`src/rtl/regfile_ctrl_pkg.sv`:
```
// Shared constants and the requester-id type for the register-file writeback scheduler.
package regfile_ctrl_pkg;

  localparam int unsigned DATA_WIDTH_DEF = 32;
  localparam int unsigned ADDR_WIDTH_DEF = 5;
  localparam int unsigned NUM_REGS       = 32;

  typedef enum logic {
    REQ_A = 1'b0,
    REQ_B = 1'b1
  } req_id_e;

endpackage

```
`src/rtl/rr_arbiter2.sv`:
```
// Two-way round-robin arbiter; the last-grant pointer only moves on a contested grant.
module rr_arbiter2
  import regfile_ctrl_pkg::*;
(
  input  logic       clk,
  input  logic       rst_n,
  input  logic [1:0] req_i,
  output logic [1:0] grant_c
);

  req_id_e last_q;
  req_id_e last_d;

  always_comb begin
    grant_c = 2'b00;
    last_d  = last_q;
    case (req_i)
      2'b01: grant_c = 2'b01;
      2'b10: grant_c = 2'b10;
      2'b11: begin
        if (last_q == REQ_B) begin
          grant_c = 2'b01;
          last_d  = REQ_A;
        end else begin
          grant_c = 2'b10;
          last_d  = REQ_B;
        end
      end
      default: grant_c = 2'b00;
    endcase
  end

  // Reset favours A in the first contest.
  always_ff @(posedge clk or negedge rst_n) begin
    if (!rst_n) begin
      last_q <= REQ_B;
    end else begin
      last_q <= last_d;
    end
  end

endmodule

```
`src/rtl/regfile_wb_scheduler.sv`:
```
// Destination-register scoreboard plus two-port writeback arbitration into a
// single registered register-file write port.
module regfile_wb_scheduler
  import regfile_ctrl_pkg::*;
#(
  parameter int unsigned DATA_WIDTH = DATA_WIDTH_DEF,
  parameter int unsigned ADDR_WIDTH = ADDR_WIDTH_DEF
) (
  input  logic                  clock,
  input  logic                  resetN,
  input  logic                  issueValid,
  input  logic [ADDR_WIDTH-1:0] issueIndex,
  output logic                  issueReady,
  input  logic [ADDR_WIDTH-1:0] checkIndex1,
  input  logic [ADDR_WIDTH-1:0] checkIndex2,
  output logic                  hazard,
  input  logic                  wbValidA,
  input  logic                  wbValidB,
  input  logic [ADDR_WIDTH-1:0] wbIndexA,
  input  logic [ADDR_WIDTH-1:0] wbIndexB,
  input  logic [DATA_WIDTH-1:0] wbDataA,
  input  logic [DATA_WIDTH-1:0] wbDataB,
  output logic                  wbReadyA,
  output logic                  wbReadyB,
  output logic [ADDR_WIDTH-1:0] writeIndex,
  output logic [DATA_WIDTH-1:0] writeContent,
  output logic                  writeFlag
);

  localparam int unsigned NREGS = 1 << ADDR_WIDTH;

  logic [NREGS-1:1]      busy_q;
  logic [NREGS-1:1]      busy_d;
  logic [NREGS-1:0]      busy_full;
  logic                  issue_acc;
  logic [1:0]            req;
  logic [1:0]            grant;
  logic [ADDR_WIDTH-1:0] wr_idx_q, wr_idx_d;
  logic [DATA_WIDTH-1:0] wr_data_q, wr_data_d;
  logic                  wr_flag_q, wr_flag_d;

  // Index 0 is hard-wired not-busy so it is always issuable and never hazards.
  assign busy_full  = {busy_q, 1'b0};
  assign issue_acc  = resetN & issueValid & ~busy_full[issueIndex];
  assign issueReady = issue_acc;
  assign hazard     = resetN & (busy_full[checkIndex1] | busy_full[checkIndex2]);

  assign req      = {wbValidB & resetN, wbValidA & resetN};
  assign wbReadyA = grant[0];
  assign wbReadyB = grant[1];

  rr_arbiter2 u_arb (
    .clk    (clock),
    .rst_n  (resetN),
    .req_i  (req),
    .grant_c(grant)
  );

  // Clear on the edge the register file captures the write; set on accepted issue.
  always_comb begin
    busy_d = busy_q;
    for (int i = 1; i < int'(NREGS); i++) begin
      if (wr_flag_q && wr_idx_q == ADDR_WIDTH'(i)) busy_d[i] = 1'b0;
      if (issue_acc && issueIndex == ADDR_WIDTH'(i)) busy_d[i] = 1'b1;
    end
  end

  always_comb begin
    wr_idx_d  = wr_idx_q;
    wr_data_d = wr_data_q;
    wr_flag_d = 1'b0;
    if (grant[0]) begin
      wr_idx_d  = wbIndexA;
      wr_data_d = wbDataA;
      wr_flag_d = (wbIndexA != '0);
    end else if (grant[1]) begin
      wr_idx_d  = wbIndexB;
      wr_data_d = wbDataB;
      wr_flag_d = (wbIndexB != '0);
    end
  end

  always_ff @(posedge clock or negedge resetN) begin
    if (!resetN) begin
      busy_q    <= '0;
      wr_idx_q  <= '0;
      wr_data_q <= '0;
      wr_flag_q <= 1'b0;
    end else begin
      busy_q    <= busy_d;
      wr_idx_q  <= wr_idx_d;
      wr_data_q <= wr_data_d;
      wr_flag_q <= wr_flag_d;
    end
  end

  assign writeIndex   = wr_idx_q;
  assign writeContent = wr_data_q;
  assign writeFlag    = wr_flag_q;

endmodule

```
`config.mk`:
```
export PLATFORM = sky130hd
export DESIGN_NAME = regfile_wb_scheduler
export DESIGN_NICKNAME = d
export VERILOG_FILES = /design/src/rtl/regfile_ctrl_pkg.sv /design/src/rtl/rr_arbiter2.sv /design/src/rtl/regfile_wb_scheduler.sv
export SDC_FILE = /design/constraint.sdc
export NUM_CORES = 1
export LEC_CHECK = 0
export BUFFER_PORTS_ARGS = -buffer_cell sky130_fd_sc_hd__buf_2
export CAP_MARGIN = 20
export CELL_PAD_IN_SITES_DETAIL_PLACEMENT = 1
export CELL_PAD_IN_SITES_GLOBAL_PLACEMENT = 2
export CORE_MARGIN = 10
export CORE_UTILIZATION = 33
export CTS_CLUSTER_DIAMETER = 30
export DETAILED_ROUTE_END_ITERATION = 10
export PLACE_DENSITY = 0.95
export SLEW_MARGIN = 20
export SYNTH_ARGS = -nofsm -noshare
export SYNTH_HDL_FRONTEND = slang
export SYNTH_SLANG_ARGS = --single-unit
```
`constraint.sdc`:
```
create_clock -name clock -period 4.5 [get_ports clock]
set_input_delay 0.45 -clock clock [delete_from_list [all_inputs] [get_ports clock]]
set_output_delay 0.45 -clock clock [all_outputs]
set_load 0.1 [all_outputs]
```
==> summary by stage, run 1 <==
Logic synthesis
The synthesized instance count is ~370. Counting flops with a built-in enable in the synthesized netlist gives 0. In this run the cell area of the synthesized design comes to around 3900 sq um. For this run, the register share of the synthesized area comes to 0.445. In the post-synthesis netlist, the biggest area contributors are dfrtp_1 (44%), o21ai_0 (13%), mux2i_1 (12%), mux4_2 (8.6%), nand2_1 (4.5%). The area share of the largest cell type after synthesis is 0.439. The number of synthesized register bits is 70. When the netlist entered floorplanning its net count stood at between 400 and 500.

Summed over all instances, the cell type with the most area after synthesis is dfrtp_1. The most used flip-flop cell after synthesis is dfrtp_1. The yosys synthesis warning count is 0. The mean post-synth cell area is 10.6 sq um. In this run, distinct cell masters in the synthesized netlist total 39. The fraction of registers with async set or reset after synthesis is 1.00.

Clocking
The count of instances resized after the clock tree is built is 0. The clock root buffer is clkbuf_16. The clock drives 70 sinks. After clock tree synthesis, the clock-pin slew on the worst setup and hold paths is about 0.05 ns. The number of H-tree levels is 3. Counting the buffers created by CTS gives 9.

The clock latency reported for the late side of the worst-skew pair is about 0.33 ns. Post-CTS timing repair inserted 0 buffers for setup. The CTS tree is built. The number of hold buffers added after CTS is 0. The maximum buffer depth of the clock tree is 2.

GRT
The global router's overall resource usage is 0.161. Summed over all layers, the global routing overflow is 0. Entering global routing, the biggest net connects 51 pins. The via count of the first global-routing pass is 3910. The initial antenna violation count is 0. The first-pass GRT wire length is 21200 um.

STA
The period utilization is 0.628. The worst path needs 2.82 ns of the cycle, external delays included. The maximum clock skew at final layout is roughly 0.0064 ns. Timing would allow up to approximately 350 MHz.

For the pin with the worst max-slew slack, the measured transition is 0.704 ns. Setup repair after global routing left no endpoint under its margin. The number of setup violations in the final report is 0. The total count of hold-check failures in the final report is 0. Headroom to the max-slew limit came out at 0.529. The summed negative setup slack over all endpoints is 0 ns. The count of final max-slew check failures came to 0.

Route
In the routed design, unresolved DRC markers number 0. The average wire length per cell after detail routing is 20.3 um. In this run, the number of DRC markers left after iteration 0 of detailed routing was 149. The first TritonRoute pass finished after 4 iterations.

Once detail routing completed, the nets flagged for antenna violations numbered 0. After detailed routing, the total wire length is 13200 um. The routed layout has 3553 vias. The number of vias per cell after detailed routing is 5.49.

Final layout
The synthesis-to-finish area growth is 26.8%. The number of antenna diodes in the final layout is 0. The most frequent standard cell in the layout excluding fill and tap cells is buf_2. The final-layout fill cell count is 1353. Of the cells placed in the final design, the portion with a size suffix greater than 1 is 0.351.

The share of the core filled with cells in the final layout is 0.431. The filler-free cell count of the finished design is 647. The finished cells cover roughly 5000 sq um.

The final layout contains around 600 nets. The library cells used most frequently in the layout, excluding fill and tap cells, are buf_2 (134), o21ai_0 (98), dfrtp_1 (69).

Power and ir drop
Total power for the finished layout comes to 2.73 mW. The worst IR drop on VDD is 0.232 mV. The share of power burned in combinational logic is 0.394. Summed over all nets, the switching power comes to 1.16 mW. Of the total power, registers draw 0.374. In this run the power density over the cells is 546 nW/um^2. The part of the power in the clock network is 0.232. Of the total power, the share spent switching nets is 0.426. The internal power is between 1.5 and 2 mW. The standby leakage power is around 2.4 nW.

Worst setup path
Tracing the worst setup path back leads to its startpoint at issueIndex[0]. The classification of the worst setup path is primary input to output pin. For flop-to-flop paths, the worst setup slack is 2.54 ns. The endpoint of the worst register-to-register path is busy_q[26].

Of all nets on the critical path, the largest fanout is 11. The source of the worst register-to-register timing path is busy_q[25]. The nature of the critical path startpoint is a primary input. At the worst endpoint, the required time is 4.05 ns. The arrival time at the worst endpoint is ~2.4 ns. The path depth of the worst reg2reg path is 5.

STA classifies the critical path endpoint as an output pin.

Die
136 I/O pins were placed. The core region is 11600 sq um. The die is roughly 130 um tall. After floorplanning, the core was divided into 39 placement rows. The floorplan step defined a die boundary enclosing 16700 sq um. The initial cell density of the core is 0.340. The die boundary width is 129 um.

Placed design
At the end of routability-driven placement, the weighted congestion stood at around 0.85. Port buffering added 135 buffers. The instance area at placement is around 4700 sq um. Detailed placement finished with a half-perimeter wire length of ~11000 um.

Once placement completed, the tool counted placed cells totaling 631.

Run
The number of violations of the max-capacitance limit is 0.

Status
The run finished with clean final reports.

Worst hold path
The min-delay analysis places its worst path in the category primary input to async pin.
-- registers in the layout (all words and copies together), names as in the netlist --
name and cells:
writeIndex 5, busy_q 31, writeFlag 1, writeContent 32, u_arb.last_q 1
-- final cells by class --
class	count	area, sq um	area share
clock buffer	14	254	0.0509
inverter	4	15.0	0.00301
sequential	70	1750	0.351
multi-input combinational	276	2080	0.416
clock inverter	2	10.0	0.00201
tap	143	179	0.0359
timing repair buffer	138	701	0.140
-- cells in the mapped netlist, types with 4 or more instances --
cell and n:
o21ai_0 99, dfrtp_1 69, mux2i_1 48, nand2_1 47
mux4_2 15, clkbuf_1 14, nand3_1 10, buf_2 6
mux4_1 6, a21oi_1 5, nor2_1 5, inv_1 4
nand2b_1 4, o21ai_2 4, or4_1 4
-- power groups by stage --
stage | Sequential (mW) | Combinational, mW | Clock (mW)
2_1_floorplan | 1.30 | 0.493 | 0
4_1_cts | 1.02 | 1.08 | 0.646
3_3_place_gp | 1.01 | 1.05 | 0
5_1_grt | 1.05 | 1.15 | 0.685
6_report | 1.02 | 1.08 | 0.631
3_5_place_dp | 1.02 | 1.08 | 0
-- through the flow --
step	setup WS [ns]	hold WS [ns]
CTS	1.69	0.155
floorplan	0.954	0.154
global placement	1.76	0.457
finish	1.68	0.153
global route	1.62	0.187
detailed placement	1.70	0.466
-- cells by family after synthesis --
group	count (synthesis)	share of synthesized area
AOI/OAI and AO/OA	117	0.159
xor gates and xnor gates	1	0.00223
and+or+nand+nor	87	0.111
DFF	70	0.445
buffers and inverters	27	0.0296
muxes	71	0.254
-- worst max path at each step --
stage	slack, ns	cells after the start	endpoint
2_1_floorplan	0.95	6	issueReady
3_3_place_gp	1.76	6	issueReady
3_5_place_dp	1.70	6	issueReady
4_1_cts	1.69	5	issueReady
5_1_grt	1.62	5	issueReady
6_report	1.68	6	issueReady
-- per-layer routing --
| layer | vias up | GRT usage | routed length [um] |
|---|---|---|---|
| met5 | - | 0 | 0 |
| met2 | 166 | 0.248 | 5850 |
| met4 | 0 | 0.0421 | 136 |
| li1 | 1640 | - | - |
| met1 | 1737 | 0.191 | 5460 |
| met3 | 10 | 0.0901 | 1710 |
-- worst max-delay path, stage by stage --
cell and delay (ns):
buf_2 0.24, mux4_1 0.61, mux2_2 0.27, a21o_1 0.17, a31oi_1 0.16, buf_2 0.46
Power figures use the tool's default switching activity.
==> run 2, diff against run 1 <==
CORE_UTILIZATION = 31   (was 33)
PLACE_DENSITY = 0.91   (was 0.95)
clock period = 2.7 ns   (was 4.5 ns; I/O delays follow)
==> run 2 against run 1 <==
Net effect:
- total power grew 74%
- worst setup slack lost 1.4 ns
- wire length grew 5.4%
- critical path type is now flop to output pin
- largest power group unchanged
==> summary by stage, run 2 (synthesis gave the netlist of run 1 again) <==
Status
The run finished with clean final reports.

Clocking
The clock passes through at most 2 buffers. TritonCTS built the clock tree. In this run the clock root is driven by a clkbuf_16. In this run the number of H-tree levels came out at 3. After clock tree synthesis, the repair step resized 0 gates. The clock drives 70 sinks. The later pin in the worst-skew pair is clocked with a latency of roughly 0.34 ns.

The CTS buffer count is 9. Buffers added to address setup during post-CTS repair amount to 0. After clock tree synthesis, the clock-pin slew on the worst setup and hold paths is 0.06 ns.

Final layout
The synthesis-to-finish area growth is 30.0%. The share of layout cells above drive strength 1 is 0.360. The number of flip-flops in the largest register is 32. 0 antenna diodes ended up in the layout. The library cell used most frequently in the layout, excluding fill and tap cells, is buf_2. The finished layout holds 680 standard cells, fillers aside. The net count of the finished layout is 597. The top cell types in the final layout, fill and taps aside, are buf_2 (133), o21ai_0 (98), dfrtp_1 (69).

Power and ir drop
The power density normalized to cell area is roughly 930 nW/um^2. The analysis attributes to cell leakage a power of 2.41 nW. The worst IR drop on VDD is between 0.3 and 0.4 mV.

Die
The floorplan core area is about 13000 sq um. The site row count is 41. Measured along the x axis, the die boundary spans 133 um. The I/O pin count is 136.

The die covers 17600 sq um. The die is 133 um tall. For this configuration, the core starts out at a cell density of 0.314.

Worst setup path
The classification of the worst setup path is flop to output pin. The cell with the largest stage delay on the worst path is mux4_1. Counting cells, the worst reg-to-reg path comes to 5. Data on the critical path is required at its endpoint by between 2 and 2.5 ns. The critical path goes through mux4_1 -> mux2_2 -> a21o_1 -> a31oi_2 -> buf_12. In this run the critical register-to-register path is launched from busy_q[25]. The nature of the critical path startpoint is a flop. The critical path starts at busy_q[13].

The largest fanout on the critical path is 4. The arrival time at the worst endpoint is 2.14 ns. In this design, the stage delay of the slowest critical-path cell is about 0.53 ns. The endpoint kind of the worst setup timing path is an output pin.

Route
For this block, the via count after detailed routing is ~3600. In the final routed layout, each cell accounts on average for approximately 20 um. The number of DRC markers after the initial detailed-route iteration is 217.

The number of nets still failing antenna checks after routing is 0. Dividing the detail-routed via count by the number of cells gives 5.25. The routed wire length is 13900 um.

The residual DRC count is 0. The number of iterations in the first detailed-routing pass is 4.

GRT
The global router's overall resource usage is 0.160. The initial antenna violation count is 1. The via count of the first global-routing pass came to 4060. The total congestion overflow is 0. The first global-routing pass estimated 22400 um of wire. The pin count of the biggest net entering global routing is 30.

STA
The count of final max-slew check failures is 0. The number of setup violations in the final report is 0. For the pin with the worst max-slew slack, the measured transition is roughly 0.64 ns. The period utilization is 0.894. Setup repair after global routing left no endpoint under its margin. The maximum achievable frequency is ~410 MHz. Clock skew on the completed layout was measured at 0.00545 ns.

In the final timing run, aggregate negative setup slack is 0 ns. The worst hold slack after final layout is 0.192 ns. Subtracting the final worst setup slack from the clock period gives 2.41 ns. The worst slew margin relative to its limit is 0.572. The total count of hold-check failures in the final report is 0. The setup slack of the critical path after layout is 0.287 ns.

Placed design
OpenSTA, run right after detailed placement, puts the worst setup slack at 0.468 ns. Routability-driven placement finished with a final weighted congestion of 0.921. During placement, the flow inserted port buffers numbering 135. The number of cells after detailed placement is 663. The half-perimeter wire length after placement is approximately 11000 um.

Run
Across the run, the number of max-cap violations was 0.

Worst hold path
The number of instances on the worst hold path is 3. The origin of the worst min-delay path is wbIndexB[0]. The min-delay analysis places its worst path in the category primary input to flop.
[run 2: layout make-up]
type                       count  area [sq um]
clock buffer                  13           260
fill                        1495          7400
inverter                       4          15.0
clock inverter                 3          42.5
timing repair buffer         142           748
multi-input combinational    276          2080
sequential                    70          1750
tap                          172           215
[run 2: repair_timing]
item,CTS,global route
hold buffers,1,0
endpoints found under the hold margin,15,0
setup endpoints to repair,0,0
[run 2: routing by layer]
layer,up-vias,track usage,share of wire
li1,1647,-,-
met5,-,0,0
met1,1735,0.181,0.41
met3,20,0.0742,0.11
met2,169,0.258,0.46
met4,0,0.0593,0.018
[run 2: worst max-delay path, delay by kind of cell, from the launching register on]
| kind | cells | cell delay [ns] |
|---|---|---|
| flip-flops | 1 | 0.42 |
| buffers and inverters | 1 | 0.20 |
| AO/OA/AOI/OAI | 2 | 0.35 |
| multiplexers | 2 | 0.82 |
[run 2: power by group]
group	total [mW]	switching (mW)	leakage [nW]	internal (mW)
clock network	1.23	0.462	0.146	0.765
logic	1.81	1.20	1.46	0.606
registers	1.72	0.355	0.810	1.37
total	4.75	2.02	2.41	2.74
[run 2: path summary, 6_finish.rpt]
kind | slack (ns) | end
min reg2reg | 0.48 | writeContent[22]
max in group asynchronous | 1.59 | writeContent[12]
min in group asynchronous | 0.42 | writeIndex[3]
min | 0.19 | writeFlag
max | 0.29 | issueReady
max reg2reg | 0.71 | busy_q[25]
[run 2: stage by stage]
stage	utilization	power, mW	area (sq um)
6_report	0.409	4.75	5120
5_1_grt	0.409	5.00	5120
4_1_cts	0.409	4.80	5120
3_5_place_dp	0.384	3.55	4810
3_3_place_gp	0.384	3.46	4810
2_1_floorplan	-	2.99	3940
==> run 3, diff against run 2 <==
CORE_UTILIZATION = 28   (was 31)
PLACE_DENSITY = 0.87   (was 0.91)
clock period = 2.2 ns   (was 2.7 ns; I/O delays follow)
==> run 3 against run 2 <==
Net effect:
- the run now ends with negative setup slack left
- cell count increased by 2.2%
- core utilization decreased by 2.9 points
- critical path depth increased by 2
- wire length about the same
- clock skew increased by 0.0042 ns
- die area increased by 9.1%
- critical endpoint is now hazard
==> summary by stage, run 3 (synthesis gave the netlist of run 1 again) <==
Status
The flow ran to the end, but the final reports show violations. The final reports fail on negative setup slack.

Worst hold path
The startpoint identified for the worst hold timing path is wbDataA[25]. The number of instances on the worst hold path is 3. The path class of the tightest hold or removal check is primary input to flop. The path with the worst hold slack has its endpoint at writeContent[25].

Worst setup path
Along the worst path, the maximum fanout reaches 3. The arrival time at the worst endpoint is 2.10 ns. The nature of the critical path startpoint is a flop. The number of cells on the worst reg-to-reg path is 6. The endpoint of the worst register-to-register path is busy_q[18]. The source of the worst register-to-register timing path is busy_q[27]. Data on the critical path is required at its endpoint by 1.98 ns. The endpoint kind of the worst setup timing path is an output pin. The classification of the worst setup path is flop to output pin. The reg-to-reg setup timing slack is ~0.090 ns.

STA
The setup slack of the critical path after layout is -0.122 ns. The count of final max-slew check failures is 0. The worst slew margin relative to its limit is 0.550.

The maximum clock skew at final layout is 0.00967 ns. After routing, the total negative slack on setup checks comes to -0.243 ns. The maximum achievable frequency is 431 MHz. At the pin with the least slew margin, the transition time is roughly 0.67 ns.

The period utilization is 1.06. Setup repair after global routing could not meet its margin everywhere. The clock period minus worst slack is 2.32 ns. The number of setup violations in the final report is 2. The total count of hold-check failures in the final report came to 0.

Route
The average wire length per cell after detail routing is around 20 um. The residual DRC count is 0. In this run, the number of DRC markers left after iteration 0 of detailed routing was 200.

The count of nets left with antenna violations once routing finished came out at 0. The total via count after detailed routing is between 3000 and 4000. The number of iterations in the first detailed-routing pass is 4.

For this block, the routed nets add up to 13900 um of wire. In the routed layout, each cell is associated on average with a via count of 5.08.

Die
The core region is 13800 sq um. The die outline area is 19200 sq um. For this configuration, the core starts out at a cell density of 0.285. The die boundary width is around 140 um. The floorplan die height is 139 um. The site row count is 43. The I/O pin count is 136.

Placed design
Summed over all nets, the half-perimeter wirelength after detailed placement is ~11000 um. The count of buffers added on input and output ports is approximately 140. At the end of routability-driven placement, the weighted congestion stood at 0.874.

In this run, placement finished with an instance count of 671. Once placement finished, the instance area stood at 4890 sq um. Before CTS, the worst setup slack after placement is 0.0163 ns.

Run
The number of violations of the max-capacitance limit is 0.

GRT
The total overflow left after global routing is 0. In the global route stage, overall resource usage came out at 0.143. The initial antenna violation count came to 2. Entering global routing, the biggest net connects 46 pins. The via count of the first global-routing pass is between 3000 and 4000. The first-pass GRT wire length is approximately 22000 um.

Clocking
CTS placed an instance of clkbuf_16 at the clock tree root. The clock-pin slew on the worst setup and hold paths is approximately 0.06 ns. TritonCTS built the clock tree.

The maximum buffer depth of the clock tree is 2. The number of H-tree levels is 3. The number of sinks driven by the clock tree is 70. The CTS buffer count is 9. At the later pin of the worst-skew pair, clock insertion delay measures 0.33 ns.

Final layout
The share of layout cells above drive strength 1 is 0.390. The repair_antennas step left the layout with diodes totalling 0. At the end of the flow, the number of nets in the layout was 604. Summing all non-filler instances in the final layout gives an area of 5250 sq um.

Once layout is complete, the cells apart from fillers number 695. The most frequent standard cell in the layout excluding fill and tap cells is buf_2. Relative to the synthesized area, the layout overhead comes to 33.3%. In the layout the commonest cells are buf_2 (130), o21ai_0 (97), dfrtp_1 (68).

The number of flip-flops in the largest register is 32.

Power and ir drop
The standby leakage power is 2.45 nW. The worst-case IR drop observed on VDD is 0.392 mV. The total design power is slightly below 6 mW. The power density normalized to cell area is 1110 nW/um^2.
## run 3: changes by cell type in the layout (fill, tap and decap cells not counted), moves of 2 or more
cell,delta
mux4_2,+4
clkinv_4,+2
buf_12,+5
buf_4,+5
nand3_2,+2
nand3_1,-2
buf_2,-3
mux4_1,-4
## run 3: worst max-delay path: stages (launching register included)
cell and delay [ns]:
dfrtp_1 0.41, buf_4 0.15, mux4_2 0.45, mux2i_1 0.15, a221oi_1 0.10, o211ai_1 0.20
nand3_2 0.12, buf_12 0.19
## run 3: worst max path at each step
| stage | slack, ns | cells past startpoint | end | from |
|---|---|---|---|---|
| after floorplan | -0.007 | 6 | issueReady | issueIndex[1] |
| after global placement | 0.1 | 6 | issueReady | issueIndex[0] |
| after detailed placement | 0.02 | 7 | issueReady | issueIndex[0] |
| after CTS | -0.16 | 5 | issueReady | busy_q[15] |
| after global routing | -0.19 | 7 | hazard | busy_q[15] |
| final | -0.12 | 7 | hazard | busy_q[15] |
## run 3: layout make-up
type,count,area (sq um)
clock buffers,11,243
clock inverters,5,35.0
fillers,1618,8580
inverters,4,15.0
multi-input cells,276,2100
flip-flops and latches,70,1750
well taps,180,225
repair buffers,149,871
## run 3: report_power, final
part / switching (mW) / total [mW] / internal, mW
Combinational: 1.53 / 2.40 / 0.863
Clock: 0.541 / 1.33 / 0.793
Sequential: 0.419 / 2.10 / 1.68
Total: 2.50 / 5.83 / 3.33
## run 3: metrics by stage
step                      utilization  hold WS, ns
after global routing            0.380        0.183
after CTS                       0.378        0.160
after detailed placement        0.354        0.297
final                           0.380        0.172
after floorplan                     -      -0.0756
after global placement          0.354        0.290
## run 3: metal layers
metal,global-route usage,up-vias,wire (um)
met3,0.0712,18,1490
met2,0.224,164,6260
met4,0.0427,2,219
met5,0,-,13
met1,0.169,1695,5880
li1,-,1654,-
## run 3: what timing repair did
item | CTS | global route
pin swaps | 3 | 3
hold buffers | 1 | 0
setup buffers | 4 | 3
setup endpoints to repair | 2 | 2
resized for setup | 10 | 4
hold endpoints to repair | 1 | 0
gates cloned | 0 | 0
